File: src/rtl/spi_flash_seq_pkg.sv
// Shared constants, state encoding and byte-list helper for the SPI flash sequencer.
package spi_flash_seq_pkg;
  localparam logic [7:0] CMD_READ = 8'h03;
  localparam logic [7:0] CMD_WREN = 8'h06;
  localparam logic [7:0] CMD_PP   = 8'h02;

  localparam int READ_LEN = 6;
  localparam int WREN_LEN = 1;
  localparam int PP_LEN   = 6;

  typedef enum logic [2:0] {IDLE, CS_LOW, LOAD, WAIT, UNLOAD, NEXT, CS_HIGH, DONE} state_t;

  // Byte idx of the current command: WREN alone, or READ/PP followed by address and data.
  function automatic logic [7:0] seq_byte(input logic wr, input logic wren,
                                          input logic [2:0] idx, input logic [23:0] a,
                                          input logic [15:0] d);
    logic [7:0] b;
    b = 8'h00;
    if (wren) b = CMD_WREN;
    else begin
      case (idx)
        3'd0:    b = wr ? CMD_PP : CMD_READ;
        3'd1:    b = a[23:16];
        3'd2:    b = a[15:8];
        3'd3:    b = a[7:0];
        3'd4:    b = wr ? d[15:8] : 8'h00;
        3'd5:    b = wr ? d[7:0]  : 8'h00;
        default: b = 8'h00;
      endcase
    end
    return b;
  endfunction
endpackage

File: src/rtl/spi_flash_seq_byte_ctl.sv
// One-byte load/wait/unload handshake with the SPI engine, including the busy timeout.
module spi_byte_ctl #(
  parameter int TIMEOUT = 255
) (
  input  logic       clk,
  input  logic       rst_n,
  input  logic       start,
  input  logic [7:0] tx,
  output logic       done,
  output logic [7:0] rx,
  output logic       timeout,
  output logic       spi_load,
  output logic       spi_unload,
  output logic [7:0] spi_txd,
  input  logic [7:0] spi_rxd,
  input  logic       spi_busy
);
  typedef enum logic [1:0] {B_IDLE, B_LOAD, B_WAIT, B_UNLOAD} phase_t;

  phase_t     phase;
  logic       skip;
  logic [7:0] tcnt;

  always_ff @(posedge clk or negedge rst_n) begin
    if (!rst_n) begin
      phase      <= B_IDLE;
      skip       <= 1'b0;
      tcnt       <= 8'd0;
      done       <= 1'b0;
      rx         <= 8'h00;
      timeout    <= 1'b0;
      spi_load   <= 1'b0;
      spi_unload <= 1'b0;
      spi_txd    <= 8'h00;
    end else begin
      spi_load   <= 1'b0;
      spi_unload <= 1'b0;
      done       <= 1'b0;
      timeout    <= 1'b0;
      case (phase)
        B_IDLE: if (start) begin
          spi_load <= 1'b1;
          spi_txd  <= tx;
          phase    <= B_LOAD;
        end
        B_LOAD: begin
          skip  <= 1'b1;
          tcnt  <= 8'd0;
          phase <= B_WAIT;
        end
        // First wait cycle is blind: the engine may not have raised busy yet.
        B_WAIT: begin
          if (skip) skip <= 1'b0;
          else if (!spi_busy) begin
            spi_unload <= 1'b1;
            done       <= 1'b1;
            rx         <= spi_rxd;
            phase      <= B_UNLOAD;
          end else if (tcnt == 8'(TIMEOUT)) begin
            timeout <= 1'b1;
            phase   <= B_IDLE;
          end else tcnt <= tcnt + 8'd1;
        end
        B_UNLOAD: phase <= B_IDLE;
        default:  phase <= B_IDLE;
      endcase
    end
  end
endmodule

File: src/rtl/spi_flash_seq.sv
// Maps CPU word accesses above BASE onto SPI NOR READ / WREN+PP transactions.
module spi_flash_seq
  import spi_flash_seq_pkg::*;
#(
  parameter logic [11:0] BASE    = 12'h020,
  parameter int          CS_GAP  = 2,
  parameter int          TIMEOUT = 255
) (
  input  logic        clk,
  input  logic        rst_n,
  input  logic        req,
  input  logic        rdwr,
  input  logic [11:0] addr,
  input  logic [15:0] wdata,
  output logic [15:0] rdata,
  output logic        ready,
  output logic        err,
  output logic        spi_load,
  output logic        spi_unload,
  output logic [7:0]  spi_txd,
  input  logic [7:0]  spi_rxd,
  input  logic        spi_busy,
  output logic        ssn
);
  state_t      state;
  logic        wr_q, wren_q, abort_q;
  logic [23:0] a_q;
  logic [15:0] d_q;
  logic [2:0]  bidx;
  logic [3:0]  gcnt;
  logic [11:0] off;
  logic [7:0]  tx_byte, byte_rx;
  logic        byte_done, byte_to, last_byte;

  assign off       = addr - BASE;
  assign tx_byte   = seq_byte(wr_q, wren_q, bidx, a_q, d_q);
  assign last_byte = wren_q ? (bidx == 3'(WREN_LEN - 1)) :
                     wr_q   ? (bidx == 3'(PP_LEN - 1))   : (bidx == 3'(READ_LEN - 1));

  spi_byte_ctl #(.TIMEOUT(TIMEOUT)) u_byte (
    .clk        (clk),
    .rst_n      (rst_n),
    .start      (state == LOAD),
    .tx         (tx_byte),
    .done       (byte_done),
    .rx         (byte_rx),
    .timeout    (byte_to),
    .spi_load   (spi_load),
    .spi_unload (spi_unload),
    .spi_txd    (spi_txd),
    .spi_rxd    (spi_rxd),
    .spi_busy   (spi_busy)
  );

  always_ff @(posedge clk or negedge rst_n) begin
    if (!rst_n) begin
      state   <= IDLE;
      ssn     <= 1'b1;
      rdata   <= 16'h0000;
      ready   <= 1'b0;
      err     <= 1'b0;
      wr_q    <= 1'b0;
      wren_q  <= 1'b0;
      abort_q <= 1'b0;
      a_q     <= 24'h0;
      d_q     <= 16'h0;
      bidx    <= 3'd0;
      gcnt    <= 4'd0;
    end else begin
      case (state)
        IDLE: if (req) begin
          wr_q    <= rdwr;
          wren_q  <= rdwr;
          a_q     <= {11'b0, off, 1'b0};
          d_q     <= wdata;
          bidx    <= 3'd0;
          abort_q <= 1'b0;
          ssn     <= 1'b0;
          state   <= CS_LOW;
        end
        CS_LOW: state <= LOAD;
        LOAD:   state <= WAIT;
        WAIT: begin
          if (byte_to) begin
            abort_q <= 1'b1;
            ssn     <= 1'b1;
            gcnt    <= 4'd0;
            state   <= CS_HIGH;
          end else if (byte_done) begin
            // Read data bytes sit at positions 4 and 5 of the READ list.
            if (!wr_q && bidx == 3'd4) rdata[15:8] <= byte_rx;
            if (!wr_q && bidx == 3'd5) rdata[7:0]  <= byte_rx;
            state <= UNLOAD;
          end
        end
        UNLOAD: state <= NEXT;
        NEXT: begin
          if (last_byte) begin
            ssn   <= 1'b1;
            gcnt  <= 4'd0;
            state <= CS_HIGH;
          end else begin
            bidx  <= bidx + 3'd1;
            state <= LOAD;
          end
        end
        CS_HIGH: begin
          if (gcnt == 4'(CS_GAP - 1)) begin
            if (wren_q && !abort_q) begin
              wren_q <= 1'b0;
              bidx   <= 3'd0;
              ssn    <= 1'b0;
              state  <= CS_LOW;
            end else begin
              ready <= 1'b1;
              err   <= abort_q;
              state <= DONE;
            end
          end else gcnt <= gcnt + 4'd1;
        end
        DONE: begin
          ready <= 1'b0;
          err   <= 1'b0;
          state <= IDLE;
        end
        default: state <= IDLE;
      endcase
    end
  end
endmodule
File: config.mk
export PLATFORM = sky130hd
export DESIGN_NAME = spi_flash_seq
export DESIGN_NICKNAME = d
export VERILOG_FILES = /design/src/rtl/spi_flash_seq_pkg.sv /design/src/rtl/spi_flash_seq_byte_ctl.sv /design/src/rtl/spi_flash_seq.sv
export SDC_FILE = /design/constraint.sdc
export NUM_CORES = 1
export LEC_CHECK = 0
export ABC_AREA = 1
export CORE_UTILIZATION = 45
export DETAILED_ROUTE_END_ITERATION = 8
export PLACE_DENSITY_LB_ADDON = 0.2
export SYNTH_ARGS = -nofsm -noshare
export SYNTH_HDL_FRONTEND = slang
export SYNTH_SLANG_ARGS = --single-unit
File: constraint.sdc
create_clock -name clk -period 1.63 [get_ports clk]
set_input_delay 0.326 -clock clk [delete_from_list [all_inputs] [get_ports clk]]
set_output_delay 0.326 -clock clk [all_outputs]
set_load 0.1 [all_outputs]
==> results of run 1 <==
==> area by class of cell <==
type                    instances  area share, %
repair buffers                 82           19.0
inverters                      51           3.36
clock inverters                 7           1.69
multi-input cells             381           33.4
flip-flops and latches         90           37.7
well taps                     133           2.78
clock buffers                   9           2.07
==> state kept, by name, summed over array words and instances (netlist names), 2 cells and up <==
signal	flops
u_byte.rx	8
u_byte.spi_txd	8
bidx	3
u_byte.tcnt	8
gcnt	4
rdata	16
d_q	16
state	3
u_byte.phase	2
a_q	12
==> cell families after synthesis <==
family | Yosys count
DFF | 90
buffers and inverters | 65
and+or+nand+nor | 303
adders and majority gates | 13
AOI/OAI and AO/OA | 57
xor gates and xnor gates | 8
==> path summary, 6_finish.rpt <==
path	start	to	slack (ns)	depth (start not counted)
max in group asynchronous	rst_n	rdata[0]$_DFFE_PN0P_	0.70	3
max	bidx[0]$_DFFE_PN0P_	rdata[13]$_DFFE_PN0P_	0.12	8
min	rst_n	u_byte.spi_txd[0]$_DFFE_PN0P_	0.42	2
min in group clk	d_q[9]$_DFFE_PN0P_	d_q[9]$_DFFE_PN0P_	0.48	2
min reg2reg	d_q[9]$_DFFE_PN0P_	d_q[9]$_DFFE_PN0P_	0.48	2
max reg2reg	bidx[0]$_DFFE_PN0P_	rdata[13]$_DFFE_PN0P_	0.12	8
==> repair_timing <==
action | CTS | global route
resized for setup | 0 | 12
buffers inserted | 0 | 1
endpoints found under the hold margin | 26 | 0
hold buffers | 1 | 0
endpoints found under the setup margin | 0 | 32
==> worst register-to-register path, stage by stage, from the launching register on <==
cell and delay (ns):
dfrtp_1 0.42, inv_1 0.11, ha_1 0.20, nand2_1 0.07, inv_2 0.17, nand4_4 0.13
buf_12 0.17, nand2_1 0.08, o21ai_2 0.05
==> per-stage QoR <==
stage               setup slack [ns]  power [mW]  util (%)  cells
floorplan                      0.100        6.06         -    536
finish                         0.120        8.88      61.0    753
global route                0.000588        9.51      61.0    753
global placement              0.0338        7.02      58.3    735
CTS                           0.0448        8.88      60.7    752
detailed placement            0.0264        7.15      58.3    735
==> per-layer routing <==
layer / vias up / GRT usage (%) / part of all wire, %
met5: - / 0 / 0
met3: 17 / 4.27 / 4.1
met1: 1763 / 27.2 / 44
met4: 0 / 7.04 / 1.9
li1: 1867 / - / -
met2: 70 / 34.1 / 50
==> power by group <==
group / internal [mW] / switching [mW] / leakage, nW / total [mW]
clock: 0.876 / 0.852 / 0.106 / 1.73
combinational: 1.27 / 2.40 / 1.62 / 3.67
sequential: 2.92 / 0.555 / 1.16 / 3.48
total: 5.07 / 3.81 / 2.89 / 8.88
==> cell usage in the layout, fill, tap and decap left out, types with 3 or more instances in the layout <==
cell type          n
nand2_1          200
dfrtp_1           86
nand3_1           54
inv_1             40
clkdlybuf4s50_1   39
buf_12            34
o21ai_0           21
o21ai_2           19
nor2_1            14
ha_1              12
o21ai_1           11
inv_2              9
clkbuf_8           9
buf_4              8
nor2_2             6
nand2_2            5
xnor2_1            5
nor2_4             4
nand4_1            4
a21oi_1            4
nand3_2            3
xor2_1             3
dfrtp_2            3
==> out/metrics.cfg, run 1 <==
[run_status]
status = finished, final reports clean

[sta]
fin_tns_setup_ns = 0
relSlewSlack_pct = 72.8
finalSetupViolCount = 0
hold_viol_final = 0
report.final.slew_viol_count = 0
worst_pin_slew_ns = 0.407
fin_crit_sh_pct = 92.6
skew_ns = 0.0104
period_needed_ns = 1.51
whs_ns = 0.421
fmax_ghz = 0.662
rsz0062_at_grt = false

[synth]
syn_nets = 590
yosys_most_used_dff = dfrtp_1
syn_area_per_cell_um2 = 8.53
yosys.area.top_type_share_pct = 48.7
synthTopCellsByCount = 200 x nand2_1, 89 x dfrtp_1, 55 x nand3_1, 41 x inv_1, 24 x o21ai_0
synth_seq_area_share_pct = 49.3
yosys.area.top_type = dfrtp_1
synth-edff-count = 0
ys_types = 35
async_reset_ff_share_pct = 100
synthMuxAreaShare_pct = 0
yosys.area_share.adder_pct = 3.56
synth_compound_gate_area_share_pct = 7.91
ys_warn_count = 0
synth_xor_area_share_pct = 1.53
syn_inst = 536
synthSimpleGateAreaFrac_pct = 30.3
syn_area_mm2 = 0.00457
synth_area_leaders = dfrtp_1 49%, nand2_1 16%, nand3_1 6.0%
synth_seq_cells = 90
synth_top_family_by_area = simple AND/OR/NAND/NOR gates
yosysMostFrequentCell = nand2_1

[global_route]
grt_pass1_vias = 3513
grt_pass1_wl_um = 16500
grtUsageTotal_pct = 20.7
grt_antenna_before_repair = 0
grt_max_degree = 34
gr-total-overflow = 0

[setup_path]
critPathMostFrequentCell = nand2_1
end_kind = register
cp_num_buf_inv = 3
crit_arrival_ns = 1.78
crit_type = register to register
crit_path_top_delay_cell = dfrtp_1
slowest_delay_ns = 0.42
worst-path-max-fanout = 16
cp.required_ns = 1.90
cp_top_family = buffers and inverters
crit_path_start_kind = register
crit_chain = inv_1 -> ha_1 -> nand2_1 -> inv_2 -> nand4_4 -> buf_12 -> nand2_1 -> o21ai_2

[floorplanning]
io_pins = 70
die_h_um = 103
num_rows = 36
coreArea_mm2 = 0.00982
die_area_mm2 = 0.0106
initial_utilization_pct = 46.6
die_x_um = 103

[clock_network]
ctsRootBufferMaster = clkbuf_8
cts_max_level = 3
clk_pin_slew_ns = 0.09
clock_latency_ns = 0.37
cts_tree = yes
cts_made_buffers = 9
cts.sinks = 90
clock_path_buffers = 2

[drt]
drtAntennaViolNets = 0
wl_per_cell_um = 13.1
drc = 0
drt_wl_total_um = 9880
first_iter_violations = 169
via_per_inst = 4.94
first_pass_iters = 5
vias = 3717

[layout]
multi_input_area_mm2 = 0.00200
fin_nets = 669
area_growth_pct = 31.0
regArea_mm2 = 0.00226
diodes = 0
fill_cells = 888
drive_gt1_share_pct = 19.4
design_area_mm2 = 0.00599

[pwr]
p_leak_nw = 2.89
ir_drop_uv = 686
powerDensity_mw_per_mm2 = 1480

[placed_design]
dp_hpwl_um = 7270
gp_congestion = 0.887
placed_area_mm2 = 0.00573
io_buffers = 69

[hold_path]
hold_path_class = input pin to asynchronous set/reset pin

[job]
maxCapViolCount = 0

Power figures use the tool's default switching activity.
==> run 2: changes to the inputs <==
- SKIP_CTS_REPAIR_TIMING: unset -> 1
==> out/metrics.cfg, run 2 (synthesis gave the netlist of run 1 again) <==
[global_route]
grt_pass1_vias = 3501  ; -0.34%
grtUsageMet3_pct = 4.27  ; unchanged
gr-total-overflow = 0  ; unchanged
use_met2_pct = 33.9  ; -0.10 points
grtUsageTotal_pct = 20.6  ; -0.029 points
grt_pass1_wl_um = 16500  ; -0.17%
met1_usage_pct = 27.2  ; unchanged
grt_antenna_before_repair = 0  ; unchanged
grt_busiest_layer = met2
grt_max_degree = 34  ; unchanged

[sta]
finalSetupViolCount = 0  ; unchanged
fmax_ghz = 0.661  ; -0.16%
period_needed_ns = 1.51  ; +0.00239 ns
fin_tns_setup_ns = 0  ; unchanged
hold_viol_final = 0  ; unchanged
final.setup.worst_slack_ns = 0.118  ; -0.00239 ns
rsz0062_at_grt = false
whs_ns = 0.420  ; -0.00111 ns
skew_ns = 0.0106  ; +0.000131 ns
worst_pin_slew_ns = 0.407  ; -0.000160 ns
fin_crit_sh_pct = 92.8  ; +0.15 points
relSlewSlack_pct = 72.8  ; about the same
report.final.slew_viol_count = 0  ; unchanged

[floorplanning]
die_x_um = 103  ; unchanged
num_rows = 36  ; unchanged
die_h_um = 103  ; unchanged
die_area_mm2 = 0.0106  ; unchanged
initial_utilization_pct = 46.6  ; unchanged
io_pins = 70  ; unchanged
coreArea_mm2 = 0.00982  ; unchanged

[run_status]
status = finished, final reports clean

[layout]
fill_cells = 888  ; unchanged
final_util_pct = 61.0  ; unchanged
drive_gt1_share_pct = 19.4  ; unchanged
fin_nets = 669  ; unchanged
area_growth_pct = 31.0  ; unchanged
diodes = 0  ; unchanged
layout_common_cells = 200 x nand2_1, 86 x dfrtp_1, 54 x nand3_1
reg_top3 = d_q (16), rdata (16), a_q (12)
final_common_cell = nand2_1

[placed_design]
io_buffers = 69  ; unchanged
dp_hpwl_um = 7270  ; unchanged
place_ws_ns = 0.0264  ; unchanged
gp_congestion = 0.887  ; unchanged

[pwr]
pwr-share-comb_pct = 41.3  ; about the same
p_leak_nw = 2.89  ; unchanged
powerDensity_mw_per_mm2 = 1480  ; about the same
p_clk_share_pct = 19.5  ; about the same
p_switching_mw = 3.81  ; about the same
internal-power_mw = 5.07  ; about the same
p_sw_share_pct = 42.9  ; about the same
ir_drop_uv = 686  ; about the same
seq_power_share_pct = 39.2  ; about the same
p_total_mw = 8.88  ; about the same

[drt]
drtAntennaViolNets = 0  ; unchanged
first_pass_iters = 5  ; unchanged
wl_per_cell_um = 13.1  ; +0.12%
first_iter_violations = 174  ; +3.0%
via_per_inst = 4.94  ; +0.13%
vias = 3722  ; +0.13%
drc = 0  ; unchanged
drt_wl_total_um = 9890  ; +0.12%

[job]
maxCapViolCount = 0  ; unchanged

[setup_path]
crit_path_start_kind = register
crit_arrival_ns = 1.78  ; about the same
cp_num_buf_inv = 3  ; unchanged
critPathMostFrequentCell = nand2_1
crit_type = register to register
cp_top_family = buffers and inverters
crit_path_top_delay_cell = dfrtp_1
slowest_delay_ns = 0.42  ; about the same
cp.required_ns = 1.90  ; about the same
crit_chain = inv_1 -> ha_1 -> nand2_1 -> inv_2 -> nand4_4 -> buf_12 -> nand2_1 -> o21ai_2
end_kind = register
worst-path-max-fanout = 16  ; unchanged

[clock_network]
cts.sinks = 90  ; unchanged
ctsRootBufferMaster = clkbuf_8
clk_pin_slew_ns = 0.09  ; about the same
cts_made_buffers = 9  ; unchanged
clock_path_buffers = 2  ; unchanged
clock_latency_ns = 0.37  ; about the same
cts_max_level = 3  ; unchanged
cts_tree = yes

[hold_path]
hold_path_class = input pin to asynchronous set/reset pin

==> run 2: path summary, 6_finish.rpt <==
| check | from | end | slack (ns) | cells past startpoint |
|---|---|---|---|---|
| setup / recovery | bidx[0]$_DFFE_PN0P_ | rdata[13]$_DFFE_PN0P_ | 0.12 | 8 |
| hold / removal | rst_n | u_byte.spi_txd[0]$_DFFE_PN0P_ | 0.42 | 2 |
| setup reg to reg | bidx[0]$_DFFE_PN0P_ | rdata[13]$_DFFE_PN0P_ | 0.12 | 8 |
| hold reg to reg | d_q[9]$_DFFE_PN0P_ | d_q[9]$_DFFE_PN0P_ | 0.48 | 2 |
| max in group asynchronous | rst_n | rdata[0]$_DFFE_PN0P_ | 0.70 | 3 |
| min in group clk | d_q[9]$_DFFE_PN0P_ | d_q[9]$_DFFE_PN0P_ | 0.48 | 2 |
==> run 2: cell type report <==
class	instances	area (um^2)	share of cell area (%)
clock inverters	7	101	1.69
flip-flops and latches	90	2260	37.7
clock buffers	9	124	2.07
well taps	133	166	2.78
inverters	51	201	3.36
repair buffers	82	1140	19.0
multi-input cells	381	2000	33.4
==> run 2: stage by stage <==
| stage | cells | instance area, um^2 |
|---|---|---|
| global route | 753 | 5990 |
| global placement | 735 | 5730 |
| CTS | 751 | 5950 |
| detailed placement | 735 | 5730 |
| floorplan | 536 | 4570 |
| finish | 753 | 5990 |
==> run 2: power by group through the flow <==
stage	Sequential (mW)	Combinational [mW]	Clock (mW)
2_1_floorplan	3.94	2.12	0
3_3_place_gp	3.49	3.54	0
3_5_place_dp	3.51	3.64	0
4_1_cts	3.47	3.64	1.77
5_1_grt	3.56	4.09	1.87
6_report	3.48	3.67	1.73
==> run 2: metal layers <==
metal / up-vias / routed length (um)
met5: - / 0
met3: 16 / 423
met1: 1769 / 4390
li1: 1867 / -
met2: 70 / 4900
met4: 0 / 184
==> run 3: changes to the inputs <==
- CAP_MARGIN: unset -> 15
- PLACE_DENSITY: unset -> 0.76
- PLACE_DENSITY_LB_ADDON: 0.2 -> unset
==> out/metrics.cfg, run 3 (synthesis gave the netlist of run 1 again) <==
[global_route]
grt_pass1_wl_um = 17000  ; +2.8%
grt_max_degree = 56  ; +65%
grt_antenna_before_repair = 0  ; unchanged
grtUsageTotal_pct = 20.7  ; +0.059 points
grt_pass1_vias = 3719  ; +6.2%
gr-total-overflow = 0  ; unchanged

[sta]
hold_viol_final = 0  ; unchanged
finalSetupViolCount = 0  ; unchanged
fin_crit_sh_pct = 96.2  ; +3.4 points
worst_pin_slew_ns = 0.326  ; -0.0815 ns
fmax_ghz = 0.638  ; -3.5%
whs_ns = 0.358  ; -0.0623 ns
skew_ns = 0.0156  ; +0.00502 ns
relSlewSlack_pct = 78.3  ; +5.4 points
period_needed_ns = 1.57  ; +0.0555 ns
report.final.slew_viol_count = 0  ; unchanged

[drt]
via_per_inst = 5.02  ; +1.5%
first_pass_iters = 4  ; -1
drc = 0  ; unchanged
wl_per_cell_um = 13.3  ; +1.6%
vias = 3769  ; +1.3%
first_iter_violations = 143  ; -18%
drtAntennaViolNets = 0  ; unchanged
drt_wl_total_um = 10000  ; +1.3%

[layout]
drive_gt1_share_pct = 19.7  ; +0.39 points
area_growth_pct = 30.2
design_area_mm2 = 0.00595  ; -0.67%
diodes = 0  ; unchanged
final_common_cell = nand2_1
fin_nets = 667  ; -0.30%
final_util_pct = 60.6  ; -0.41 points
layout_common_cells = 199 x nand2_1, 85 x dfrtp_1, 53 x nand3_1
fin_cells = 751  ; -0.27%
reg_top3 = d_q (16), rdata (16), a_q (12)

[floorplanning]
initial_utilization_pct = 46.6  ; unchanged
die_x_um = 103  ; unchanged
coreArea_mm2 = 0.00982  ; unchanged
die_h_um = 103  ; unchanged
die_area_mm2 = 0.0106  ; unchanged
io_pins = 70  ; unchanged
num_rows = 36  ; unchanged

[setup_path]
reg2regPathDepth = 7  ; -1
crit_path_start_kind = register
crit_type = register to register
cp.required_ns = 1.92  ; +0.02 ns
worst-path-max-fanout = 4  ; -12
crit_arrival_ns = 1.86  ; +0.08 ns
end_kind = register

[job]
maxCapViolCount = 0  ; unchanged

[pwr]
internal-power_mw = 4.81  ; -5.1%
p_total_mw = 8.71  ; -1.9%
p_switching_mw = 3.90  ; +2.3%
pwr-share-comb_pct = 42.8  ; +1.5 points
powerDensity_mw_per_mm2 = 1460  ; -1.3%
seq_power_share_pct = 40.2  ; +1.0 points
p_clk_share_pct = 17.0  ; -2.5 points
ir_drop_uv = 1020  ; +49%
p_leak_nw = 2.88  ; -0.53%
p_sw_share_pct = 44.7  ; +1.8 points

[clock_network]
clock_latency_ns = 0.36  ; about the same
cts_max_level = 3  ; unchanged
cts_made_buffers = 9  ; unchanged
ctsRootBufferMaster = clkbuf_8
clock_path_buffers = 2  ; unchanged
clk_pin_slew_ns = 0.10  ; about the same
cts_tree = yes
cts.sinks = 90  ; unchanged

[placed_design]
gp_congestion = 0.913  ; +3.0%
placed_cells = 731  ; -0.54%
dp_hpwl_um = 7350  ; +1.1%
io_buffers = 69  ; unchanged
placed_area_mm2 = 0.00567  ; -0.96%

[run_status]
status = finished, final reports clean

[hold_path]
hold_path_class = input pin to asynchronous set/reset pin

==> run 3: power by group through the flow <==
stage | Clock, mW | Sequential (mW) | Combinational [mW]
4_1_cts | 1.52 | 3.49 | 3.66
3_5_place_dp | 0 | 3.53 | 3.65
3_3_place_gp | 0 | 3.50 | 3.50
2_1_floorplan | 0 | 3.94 | 2.12
5_1_grt | 1.60 | 3.59 | 4.14
6_report | 1.48 | 3.50 | 3.73
==> run 3: final timing paths <==
check	startpoint	slack, ns	to
min reg2reg	d_q[14]$_DFFE_PN0P_	0.48	d_q[14]$_DFFE_PN0P_
min	rst_n	0.36	err$_DFFE_PN0P_
max	u_byte.phase[0]$_DFFE_PN0P_	0.06	u_byte.phase[1]$_DFFE_PN0P_
min in group clk	d_q[14]$_DFFE_PN0P_	0.48	d_q[14]$_DFFE_PN0P_
max reg2reg	u_byte.phase[0]$_DFFE_PN0P_	0.06	u_byte.phase[1]$_DFFE_PN0P_
max in group asynchronous	rst_n	0.73	rdata[10]$_DFFE_PN0P_
==> run 3: area by class of cell <==
type	count	area [um^2]
clock buffers	9	124
clock inverters	7	65.1
well taps	133	166
multi-input cells	381	2010
fillers	842	3870
repair buffers	80	1130
inverters	51	201
flip-flops and latches	90	2260
==> run 3: layer usage <==
layer  GRT usage [%]  vias to the layer above  part of all wire (%)
li1                -                     1859                     -
met1            24.6                     1811                    41
met2            37.2                       88                    53
met3            3.80                       11                   4.0
met4            7.80                        0                   1.7
met5               0                        -                     0
==> run 3: critical path: stages (launching register included) <==
cell	delay, ns
dfrtp_1	0.44
inv_2	0.10
ha_2	0.21
inv_1	0.06
or2_4	0.25
o21ai_0	0.20
nand3_1	0.13
nand2_1	0.11
==> run 3: metrics by stage <==
stage	TNS (ns)	worst slack [ns]
detailed placement	-0.230	-0.0549
CTS	-0.398	-0.0610
global route	-0.0437	-0.0237
global placement	0	0.0374
floorplan	0	0.100
finish	0	0.0625
